$ cat config.mk
export PLATFORM = sky130hd
export DESIGN_NAME = mult_div_unit_flat
export DESIGN_NICKNAME = d
export VERILOG_FILES = /design/src/rtl/mult_div_unit_if.sv /design/src/rtl/mult_div_unit.sv /design/src/flat_wrapper.sv
export SDC_FILE = /design/constraint.sdc
export NUM_CORES = 1
export LEC_CHECK = 0
export ABC_AREA = 1
export CAP_MARGIN = 10
export CORE_MARGIN = 2
export CORE_UTILIZATION = 55
export CTS_CLUSTER_SIZE = 12
export DETAILED_ROUTE_END_ITERATION = 6
export PLACE_DENSITY = 0.9
export REMOVE_ABC_BUFFERS = 1
export SLEW_MARGIN = 20
export SYNTH_ARGS = -nofsm -noshare
export SYNTH_HDL_FRONTEND = slang
export SYNTH_SLANG_ARGS = --single-unit
$ cat constraint.sdc
create_clock -name clk -period 2.1 [get_ports clk]
set_clock_uncertainty 0.1 [all_clocks]
set_input_delay 0.42 -clock clk [delete_from_list [all_inputs] [get_ports clk]]
set_output_delay 0.42 -clock clk [all_outputs]
set_load 0.02 [all_outputs]
$ cat src/rtl/mult_div_unit_if.sv
// Operand/result bundle between the control FSM (master) and the multiply/divide engine (slave).
interface mult_div_unit_if #(parameter int WIDTH = 32);
  logic             mult_start;
  logic             div_start;
  logic             op_signed;
  logic [WIDTH-1:0] a;
  logic [WIDTH-1:0] b;
  logic             busy;
  logic             done;
  logic             div_zero;
  logic [WIDTH-1:0] hi;
  logic [WIDTH-1:0] lo;

  modport master (
    output mult_start, div_start, op_signed, a, b,
    input  busy, done, div_zero, hi, lo
  );

  modport slave (
    input  mult_start, div_start, op_signed, a, b,
    output busy, done, div_zero, hi, lo
  );
endinterface

$ cat src/rtl/mult_div_unit.sv
// Iterative MULT/MULTU/DIV/DIVU engine owning HI/LO; done pulses WIDTH+2 edges after the start edge.
// No backpressure: starts are sampled only in IDLE, anything else is dropped without queueing.
module mult_div_unit #(
  parameter int WIDTH = 32
) (
  input  logic            clk,
  input  logic            reset_n,
  mult_div_unit_if.slave  bus
);

  localparam int CW = $clog2(WIDTH);

  localparam logic [1:0] S_IDLE = 2'd0;
  localparam logic [1:0] S_ITER = 2'd1;
  localparam logic [1:0] S_FIX  = 2'd2;
  localparam logic [1:0] S_DONE = 2'd3;

  logic [1:0]       r_state;
  logic [CW-1:0]    r_cnt;
  logic             r_is_div;
  logic             r_neg_lo;
  logic             r_neg_hi;
  logic [WIDTH:0]   r_acc_hi;
  logic [WIDTH-1:0] r_acc_lo;
  logic [WIDTH-1:0] r_opnd;
  logic [WIDTH-1:0] r_hi;
  logic [WIDTH-1:0] r_lo;
  logic             r_done;
  logic             r_div_zero;

  logic               w_start;
  logic               w_is_div;
  logic               w_sa;
  logic               w_sb;
  logic [WIDTH-1:0]   w_mag_a;
  logic [WIDTH-1:0]   w_mag_b;
  logic [WIDTH:0]     w_add;
  logic [WIDTH:0]     w_shift;
  logic [WIDTH+1:0]   w_diff;
  logic [WIDTH:0]     w_nxt_hi;
  logic [WIDTH-1:0]   w_nxt_lo;
  logic [2*WIDTH-1:0] w_prod;
  logic [2*WIDTH-1:0] w_prod_fix;
  logic [WIDTH-1:0]   w_rem_mag;
  logic [WIDTH-1:0]   w_rem;
  logic [WIDTH-1:0]   w_quo;

  assign w_start  = (r_state == S_IDLE) && (bus.mult_start || bus.div_start);
  assign w_is_div = bus.div_start && !bus.mult_start;
  assign w_sa     = bus.op_signed & bus.a[WIDTH-1];
  assign w_sb     = bus.op_signed & bus.b[WIDTH-1];
  assign w_mag_a  = w_sa ? -bus.a : bus.a;
  assign w_mag_b  = w_sb ? -bus.b : bus.b;

  // Both ops share the accumulators: acc_lo starts as |a| (multiplier or dividend),
  // acc_hi starts at zero (partial product or partial remainder), opnd holds |b|.
  assign w_add   = r_acc_lo[0] ? (r_acc_hi + {1'b0, r_opnd}) : r_acc_hi;
  assign w_shift = {r_acc_hi[WIDTH-1:0], r_acc_lo[WIDTH-1]};
  assign w_diff  = {1'b0, w_shift} - {2'b00, r_opnd};

  always_comb begin
    w_nxt_hi = r_acc_hi;
    w_nxt_lo = r_acc_lo;
    if (r_is_div) begin
      if (!w_diff[WIDTH+1]) begin
        w_nxt_hi = w_diff[WIDTH:0];
        w_nxt_lo = {r_acc_lo[WIDTH-2:0], 1'b1};
      end else begin
        w_nxt_hi = w_shift;
        w_nxt_lo = {r_acc_lo[WIDTH-2:0], 1'b0};
      end
    end else begin
      w_nxt_hi = {1'b0, w_add[WIDTH:1]};
      w_nxt_lo = {w_add[0], r_acc_lo[WIDTH-1:1]};
    end
  end

  assign w_prod     = {r_acc_hi[WIDTH-1:0], r_acc_lo};
  assign w_prod_fix = r_neg_lo ? -w_prod : w_prod;
  assign w_rem_mag  = r_acc_hi[WIDTH-1:0];
  assign w_rem      = r_neg_hi ? -w_rem_mag : w_rem_mag;
  assign w_quo      = r_neg_lo ? -r_acc_lo : r_acc_lo;

  always_ff @(posedge clk or negedge reset_n) begin
    if (!reset_n) begin
      r_state    <= S_IDLE;
      r_cnt      <= '0;
      r_is_div   <= 1'b0;
      r_neg_lo   <= 1'b0;
      r_neg_hi   <= 1'b0;
      r_acc_hi   <= '0;
      r_acc_lo   <= '0;
      r_opnd     <= '0;
      r_hi       <= '0;
      r_lo       <= '0;
      r_done     <= 1'b0;
      r_div_zero <= 1'b0;
    end else begin
      r_done <= (r_state == S_DONE);
      case (r_state)
        S_IDLE: begin
          if (w_start) begin
            r_is_div <= w_is_div;
            r_neg_lo <= w_sa ^ w_sb;
            r_neg_hi <= w_sa & w_is_div;
            r_acc_hi <= '0;
            r_acc_lo <= w_mag_a;
            r_opnd   <= w_mag_b;
            r_cnt    <= '0;
            // Divide by zero skips the datapath entirely so HI/LO keep their value.
            if (w_is_div && (bus.b == '0)) begin
              r_div_zero <= 1'b1;
              r_state    <= S_DONE;
            end else begin
              r_div_zero <= 1'b0;
              r_state    <= S_ITER;
            end
          end
        end
        S_ITER: begin
          r_acc_hi <= w_nxt_hi;
          r_acc_lo <= w_nxt_lo;
          r_cnt    <= r_cnt + 1'b1;
          if (r_cnt == CW'(WIDTH - 1)) r_state <= S_FIX;
        end
        S_FIX: begin
          {r_hi, r_lo} <= r_is_div ? {w_rem, w_quo} : w_prod_fix;
          r_state      <= S_DONE;
        end
        default: r_state <= S_IDLE;
      endcase
    end
  end

  assign bus.busy     = (r_state == S_ITER) || (r_state == S_FIX);
  assign bus.done     = r_done;
  assign bus.div_zero = r_div_zero;
  assign bus.hi       = r_hi;
  assign bus.lo       = r_lo;

endmodule
$ cat src/flat_wrapper.sv
// flat-port wrapper written by rule: the top's interface ports become plain ports
module mult_div_unit_flat 
#(
  parameter int WIDTH = 32
)
  (clk, reset_n, bus_mult_start, bus_div_start, bus_op_signed, bus_a, bus_b, bus_busy, bus_done, bus_div_zero, bus_hi, bus_lo);
  mult_div_unit_if #(.WIDTH(WIDTH)) bus_i ();
  input  logic clk;
  input  logic reset_n;
  input wire logic [$bits(bus_i.mult_start)-1:0] bus_mult_start;
  input wire logic [$bits(bus_i.div_start)-1:0] bus_div_start;
  input wire logic [$bits(bus_i.op_signed)-1:0] bus_op_signed;
  input wire logic [$bits(bus_i.a)-1:0] bus_a;
  input wire logic [$bits(bus_i.b)-1:0] bus_b;
  output wire logic [$bits(bus_i.busy)-1:0] bus_busy;
  output wire logic [$bits(bus_i.done)-1:0] bus_done;
  output wire logic [$bits(bus_i.div_zero)-1:0] bus_div_zero;
  output wire logic [$bits(bus_i.hi)-1:0] bus_hi;
  output wire logic [$bits(bus_i.lo)-1:0] bus_lo;
  assign bus_i.mult_start = bus_mult_start;
  assign bus_i.div_start = bus_div_start;
  assign bus_i.op_signed = bus_op_signed;
  assign bus_i.a = bus_a;
  assign bus_i.b = bus_b;
  assign bus_busy = bus_i.busy;
  assign bus_done = bus_i.done;
  assign bus_div_zero = bus_i.div_zero;
  assign bus_hi = bus_i.hi;
  assign bus_lo = bus_i.lo;
  mult_div_unit #(.WIDTH(WIDTH)) u_core (.clk(clk), .reset_n(reset_n), .bus(bus_i));
endmodule
==> results of run 1 <==
==> synthesized netlist by cell type (3+ instances only) <==
cell                         n  area (sq um)
sky130_fd_sc_hd__o31ai_1     6          45.0
sky130_fd_sc_hd__buf_1      14          52.6
sky130_fd_sc_hd__inv_2      16          60.1
sky130_fd_sc_hd__buf_2      13          65.1
sky130_fd_sc_hd__o21ai_1    13          65.1
sky130_fd_sc_hd__o211ai_1    8          60.1
sky130_fd_sc_hd__o21ai_0   170           851
sky130_fd_sc_hd__dfrtp_1   173          4330
sky130_fd_sc_hd__a22oi_1    10          75.1
sky130_fd_sc_hd__inv_1     425          1600
sky130_fd_sc_hd__nor2_1    295          1110
sky130_fd_sc_hd__o21ai_2     5          43.8
sky130_fd_sc_hd__nor3_1     29           145
sky130_fd_sc_hd__xnor2_1    20           175
sky130_fd_sc_hd__nand4_1    47           294
sky130_fd_sc_hd__a21o_1      3          22.5
sky130_fd_sc_hd__clkbuf_1   55           206
sky130_fd_sc_hd__nand2_2     6          37.5
sky130_fd_sc_hd__buf_6       4          45.0
sky130_fd_sc_hd__nand2_1   974          3660
sky130_fd_sc_hd__nor2_2      9          56.3
sky130_fd_sc_hd__nand3_1   267          1340
sky130_fd_sc_hd__ha_1       74           926
sky130_fd_sc_hd__or2_2      11          68.8
sky130_fd_sc_hd__o21bai_1    6          45.0
sky130_fd_sc_hd__a31oi_1    33           206
sky130_fd_sc_hd__nor2_4      5          56.3
sky130_fd_sc_hd__xor2_1     61           534
sky130_fd_sc_hd__nand3b_1   18           135
sky130_fd_sc_hd__a21oi_1   148           741
sky130_fd_sc_hd__and2_1      9          56.3
==> per-layer routing <==
| layer | global-route usage | GRT overflow |
|---|---|---|
| met1 | 0.769 | 2 |
| met2 | 0.891 | 30 |
| met3 | 0.659 | 2 |
| met4 | 0.692 | 28 |
| met5 | 0.396 | 0 |
==> what timing repair did <==
item	CTS
cloned	1
hold buffers	1
endpoints found under the hold margin	28
endpoints found under the setup margin	75
buffers inserted	43
resized for setup	415
pin swaps	88
==> per-stage QoR <==
step           worst slack [ns]  hold slack [ns]  cell area [sq um]  TNS, ns  utilization
2_1_floorplan             -4.26           0.0244              17000  -300.23            -
3_3_place_gp             -0.330            0.229              22600   -18.25        0.722
3_5_place_dp             -0.456            0.232              22600   -27.78        0.722
4_1_cts                  -0.194            0.312              25300    -3.79        0.808
==> kinds of logic after synthesis <==
group                    Yosys count  share of synthesized area
AND/OR/NAND/NOR                 1687                      0.410
adder cells (fa/ha/maj)           76                     0.0556
AO/OA/AOI/OAI                    407                      0.127
buffers and inverters            529                      0.117
flip-flops                       173                      0.249
XOR/XNOR                          81                     0.0408
==> results.rst, run 1 <==
.. list-table::
   :header-rows: 1

   * - Metric
     - Value
   * - IO Pins
     - 136
   * - Register area share after synthesis
     - 0.249
   * - Fraction of registers with async set/reset
     - 1.00
   * - Global routing usage summed across all routing layers
     - 0.758
   * - Number of distinct library cell variants in the gate-level netlist after synthesis
     - 49
   * - Result of the run
     - did not finish
   * - Overflow left after global routing
     - 62
   * - Via count of the first global-routing pass
     - 31,200
   * - Synth Register Bits
     - 173
   * - Number of clock buffers inserted by TritonCTS
     - 17
   * - DP HPWL
     - 55,800 microns
   * - Count of input and output buffers
     - 135
   * - Cell row count
     - 65
   * - Number of H-tree branching levels
     - 4
   * - First-pass GRT wire length
     - 189,000 microns
   * - Number of buffers on the longest clock path
     - 2
   * - Largest net degree at the start of global routing
     - 94
   * - Synth warnings
     - 0
   * - Starting utilization of the core area
     - 0.555
   * - Number of clock sinks
     - 173
   * - Synthesized area per cell
     - approximately 6 sq um
   * - Clk Tree Root Cell
     - sky130_fd_sc_hd__clkbuf_16
   * - Die W
     - 182 microns
   * - Count of mapped cells out of synthesis
     - 2,953
   * - Final GP Congestion
     - 1.17
   * - Error message
     - [ERROR GRT-0116] Global routing finished with congestion. Check the congestion regions in the DRC Viewer.
   * - Synth Cell Area
     - 17,400 sq um
   * - Commonest register cell after synthesis
     - sky130_fd_sc_hd__dfrtp_1
   * - Count of flip-flops with a built-in enable after synthesis
     - 0
   * - Number of cells after detailed placement
     - 3,871
   * - Die Span Y
     - 182 microns
   * - Stage where the flow stopped
     - global routing
==> run 2: changes to the inputs <==
--- a/config.mk
+++ b/config.mk
@@ -8,10 +8,9 @@
 export ABC_AREA = 1
 export CAP_MARGIN = 10
 export CORE_MARGIN = 2
-export CORE_UTILIZATION = 55
-export CTS_CLUSTER_SIZE = 12
+export CORE_UTILIZATION = 40
 export DETAILED_ROUTE_END_ITERATION = 6
-export PLACE_DENSITY = 0.9
+export PLACE_DENSITY_LB_ADDON = 0.15
 export REMOVE_ABC_BUFFERS = 1
 export SLEW_MARGIN = 20
 export SYNTH_ARGS = -nofsm -noshare
==> constraint.sdc (replaced) <==
create_clock -name clk -period 2.75 [get_ports clk]
set_clock_uncertainty 0.1 [all_clocks]
set_input_delay 0.55 -clock clk [delete_from_list [all_inputs] [get_ports clk]]
set_output_delay 0.55 -clock clk [all_outputs]
set_load 0.02 [all_outputs]
==> run 2 against run 1 <==
Effect of this change: the run now ends clean; synthesized area is the same; synthesized cell count is the same.
==> results.rst, run 2 <==
.. list-table::
   :header-rows: 1

   * - Metric
     - Value
   * - Result of the run
     - finished clean
   * - Area of the multi-input gates
     - 11,100 sq um
   * - Number of clock sinks
     - 173
   * - IO Pins
     - 136
   * - Slowest CP cell
     - sky130_fd_sc_hd__dfrtp_1
   * - Number of antenna violations at the first check in global routing
     - 1
   * - Hold path startpoint
     - u_core.bus.hi[8]
   * - Worst-skew pair later-pin latency
     - 0.51 ns
   * - NumNets Final
     - ~3,300
   * - Count of input and output buffers
     - 135
   * - Number of flip-flops under the largest register name
     - 33
   * - R2R Setup Slk
     - 0.10 ns
   * - Post-detailed-route DRC marker count
     - 0
   * - Met1 track demand over resource
     - 0.471
   * - Number of clock buffers inserted by TritonCTS
     - 17
   * - Chain of cells forming the critical path
     - inv_1 -> ha_1 -> nand2_1 -> nor2_1 -> inv_1 -> nor2_1 -> nand3_1 -> nand3_1 -> nand2_1 -> nand3_1 -> nand3_1 -> nand2_1 -> nand2_1
   * - Overall power after layout
     - 28,000 uW
   * - Post-CTS Setup Inserts
     - 0
   * - Synth Register Bits
     - 173
   * - Clock tree from TritonCTS
     - built
   * - Synthesis-to-layout area growth
     - 21.0%
   * - Register area share after synthesis
     - 0.249
   * - Met3 track demand over resource
     - 0.0582
   * - Die area
     - 45,100 sq um
   * - Biggest area contributors in the synthesized netlist
     - sky130_fd_sc_hd__dfrtp_1, sky130_fd_sc_hd__nand2_1, sky130_fd_sc_hd__inv_1
   * - Fraction of met2 tracks used by global routing
     - 0.501
   * - Max-slew headroom
     - 0.277
   * - Tightest Hold Check Type
     - flop to flop
   * - Number of distinct library cell variants in the gate-level netlist after synthesis
     - 49
   * - Areal power density over the cells
     - 1330 nW/um^2
   * - Synthesized area per cell
     - slightly below 6 sq um
   * - Slew of the pin with the lowest slew margin
     - 1.07 ns
   * - Die W
     - 212 microns
   * - Largest net degree at the start of global routing
     - 94
   * - Synth warnings
     - 0
   * - Wire length reported by the detailed router
     - about 73,000 microns
   * - Number of H-tree branching levels
     - 4
   * - Synth Cell Area
     - about 17,000 sq um
   * - Total area of sequential cells
     - 4340 sq um
   * - Commonest cells after routing, fill and taps aside
     - sky130_fd_sc_hd__nand2_1, sky130_fd_sc_hd__inv_1, sky130_fd_sc_hd__nor2_1
   * - Count of flip-flops with a built-in enable after synthesis
     - 0
   * - Critical Path Fanout Max
     - 4
   * - DP HPWL
     - 59,500 microns
   * - Via-to-Cell Ratio
     - 5.33
   * - Crit end category
     - flop
   * - Worst EP required
     - 3.05 ns
   * - Data arrival time of the critical path
     - 2.95 ns
   * - Worst stage delay on the critical path
     - 0.43 ns
   * - Largest reg by FF count
     - u_core.r_acc_hi
   * - Count of mapped cells out of synthesis
     - 2,953
   * - Floorplan core area
     - 43,000 sq um
   * - Starting utilization of the core area
     - 0.404
   * - Via count of the first global-routing pass
     - roughly 19,000
   * - Count leader, synth
     - sky130_fd_sc_hd__nand2_1
   * - Global routing usage summed across all routing layers
     - 0.329
   * - Clk Tree Root Cell
     - sky130_fd_sc_hd__clkbuf_16
   * - Critical path class
     - flop to flop
   * - Worst R2R Start
     - u_core.r_opnd[15]
   * - Most common cell after layout, fill and taps aside
     - sky130_fd_sc_hd__nand2_1
   * - Proportion of netlist area held by the largest area contributor
     - 0.249
   * - Post-DR wirelength/cell
     - 19.5 microns
   * - Clock slew at reported path FFs
     - 0.08 ns
   * - Detailed Route Iter0 Violations
     - 1,976
   * - Final period demand of the worst path
     - 2.65 ns
   * - Setup TNS
     - 0 ns
   * - Worst setup timing slack at the placement stage
     - -0.189 ns
   * - Max frequency
     - 0.377 GHz
   * - Setup repair after global routing missed its margin
     - false
   * - Initial DRT Pass Iterations
     - 6
   * - First-pass GRT wire length
     - about 110,000 microns
   * - Final hold violation count
     - 0
   * - Post-synthesis cell type with the largest combined area
     - sky130_fd_sc_hd__dfrtp_1
   * - Reg-to-Reg End
     - u_core.r_acc_hi[20]
   * - Kind of launch point of the worst setup path
     - flop
   * - Fraction of registers with async set/reset
     - 1.00
   * - Count of vias placed by the detailed router
     - 20,100
   * - Sink of the worst hold path
     - u_core.bus.hi[8]
   * - Final ANT Viol Nets
     - 0
   * - Static Leakage
     - 0.0109 uW
   * - Proportion of layout cells with a drive suffix above 1
     - 0.0834
   * - Fill cell instance count of the final layout
     - 4,681
   * - Number of endpoints failing setup at the final stage
     - 0
   * - Number of buffers on the longest clock path
     - 2
   * - Period utilisation layout
     - 0.964
   * - Number of cells traversed by the worst register-to-register path
     - 13
   * - Total inserted antenna cells
     - 0
   * - Overflow left after global routing
     - 0
   * - Max Cap Violations
     - 0
   * - Die Span Y
     - 212 microns
   * - Post-synth top cells
     - sky130_fd_sc_hd__nand2_1, sky130_fd_sc_hd__inv_1, sky130_fd_sc_hd__nor2_1
   * - Peak supply drop
     - 0.000905 V
   * - Top Usage Layer GRT
     - met2
   * - Final GP Congestion
     - 0.981
   * - Commonest register cell after synthesis
     - sky130_fd_sc_hd__dfrtp_1
   * - Post-route worst setup slack
     - ~0.1 ns
   * - Cell row count
     - 76
   * - Number of cells on the worst hold path
     - 2
   * - Max-slew violations
     - 0
run 2: final cells by class:
cell class / count / share of cell area
multi-input cells: 2251 / 0.529
flip-flops and latches: 173 / 0.207
repair buffers: 281 / 0.123
inverters: 442 / 0.0789
well taps: 585 / 0.0348
clock buffers: 20 / 0.0217
clock inverters: 12 / 0.00607
run 2: worst max-delay path: cells and delay by family (launching register included):
kind | cells | cell delay [ns]
adders and majority gates | 1 | 0.38
buffers and inverters | 2 | 0.24
DFF | 1 | 0.43
and+or+nand+nor | 10 | 1.39
run 2: what timing repair did:
item	CTS	global route
setup endpoints to repair	0	22
gates resized for setup	0	24
endpoints found under the hold margin	32	0
hold buffers	1	0
run 2: power breakdown:
part | switching, uW | internal (uW) | total, uW
clock network | 1250 | 1320 | 2560
registers | 1380 | 3750 | 5140
logic | 13200 | 7110 | 20300
run 2: stage by stage:
stage	cells	hold WS (ns)	cell area, sq um	util
2_1_floorplan	2866	0.154	17000	-
3_3_place_gp	3731	0.362	20300	0.473
3_5_place_dp	3731	0.365	20300	0.473
4_1_cts	3764	0.382	20900	0.487
5_1_grt	3764	0.400	21000	0.489
6_report	3764	0.378	21000	0.489
run 2: cells by family after synthesis:
group                    count (synthesis)  synth area share
adder cells (fa/ha/maj)                 76            0.0556
AO/OA/AOI/OAI                          407             0.127
flip-flops                             173             0.249
AND/OR/NAND/NOR                       1687             0.410
XOR/XNOR                                81            0.0408
buffers and inverters                  529             0.117
run 2: worst max path at each step:
stage / endpoint / cells past startpoint / slack, ns / startpoint
2_1_floorplan: u_core.r_cnt[3] / 7 / -3.61 / u_core.r_state[1]
3_3_place_gp: u_core.r_opnd[1] / 4 / -0.14 / bus_div_start
3_5_place_dp: u_core.r_opnd[1] / 4 / -0.19 / bus_div_start
4_1_cts: u_core.r_acc_hi[29] / 15 / 0.06 / u_core.r_opnd[6]
5_1_grt: u_core.r_opnd[1] / 6 / 0.009 / u_core.r_state[0]
6_report: u_core.r_acc_hi[20] / 13 / 0.10 / u_core.r_opnd[15]
run 2: routing by layer:
layer	vias up	share of wire
met4	0	0.030
met1	9375	0.47
met3	113	0.073
met5	-	0
li1	9833	-
met2	737	0.43
Power figures use the tool's default switching activity.
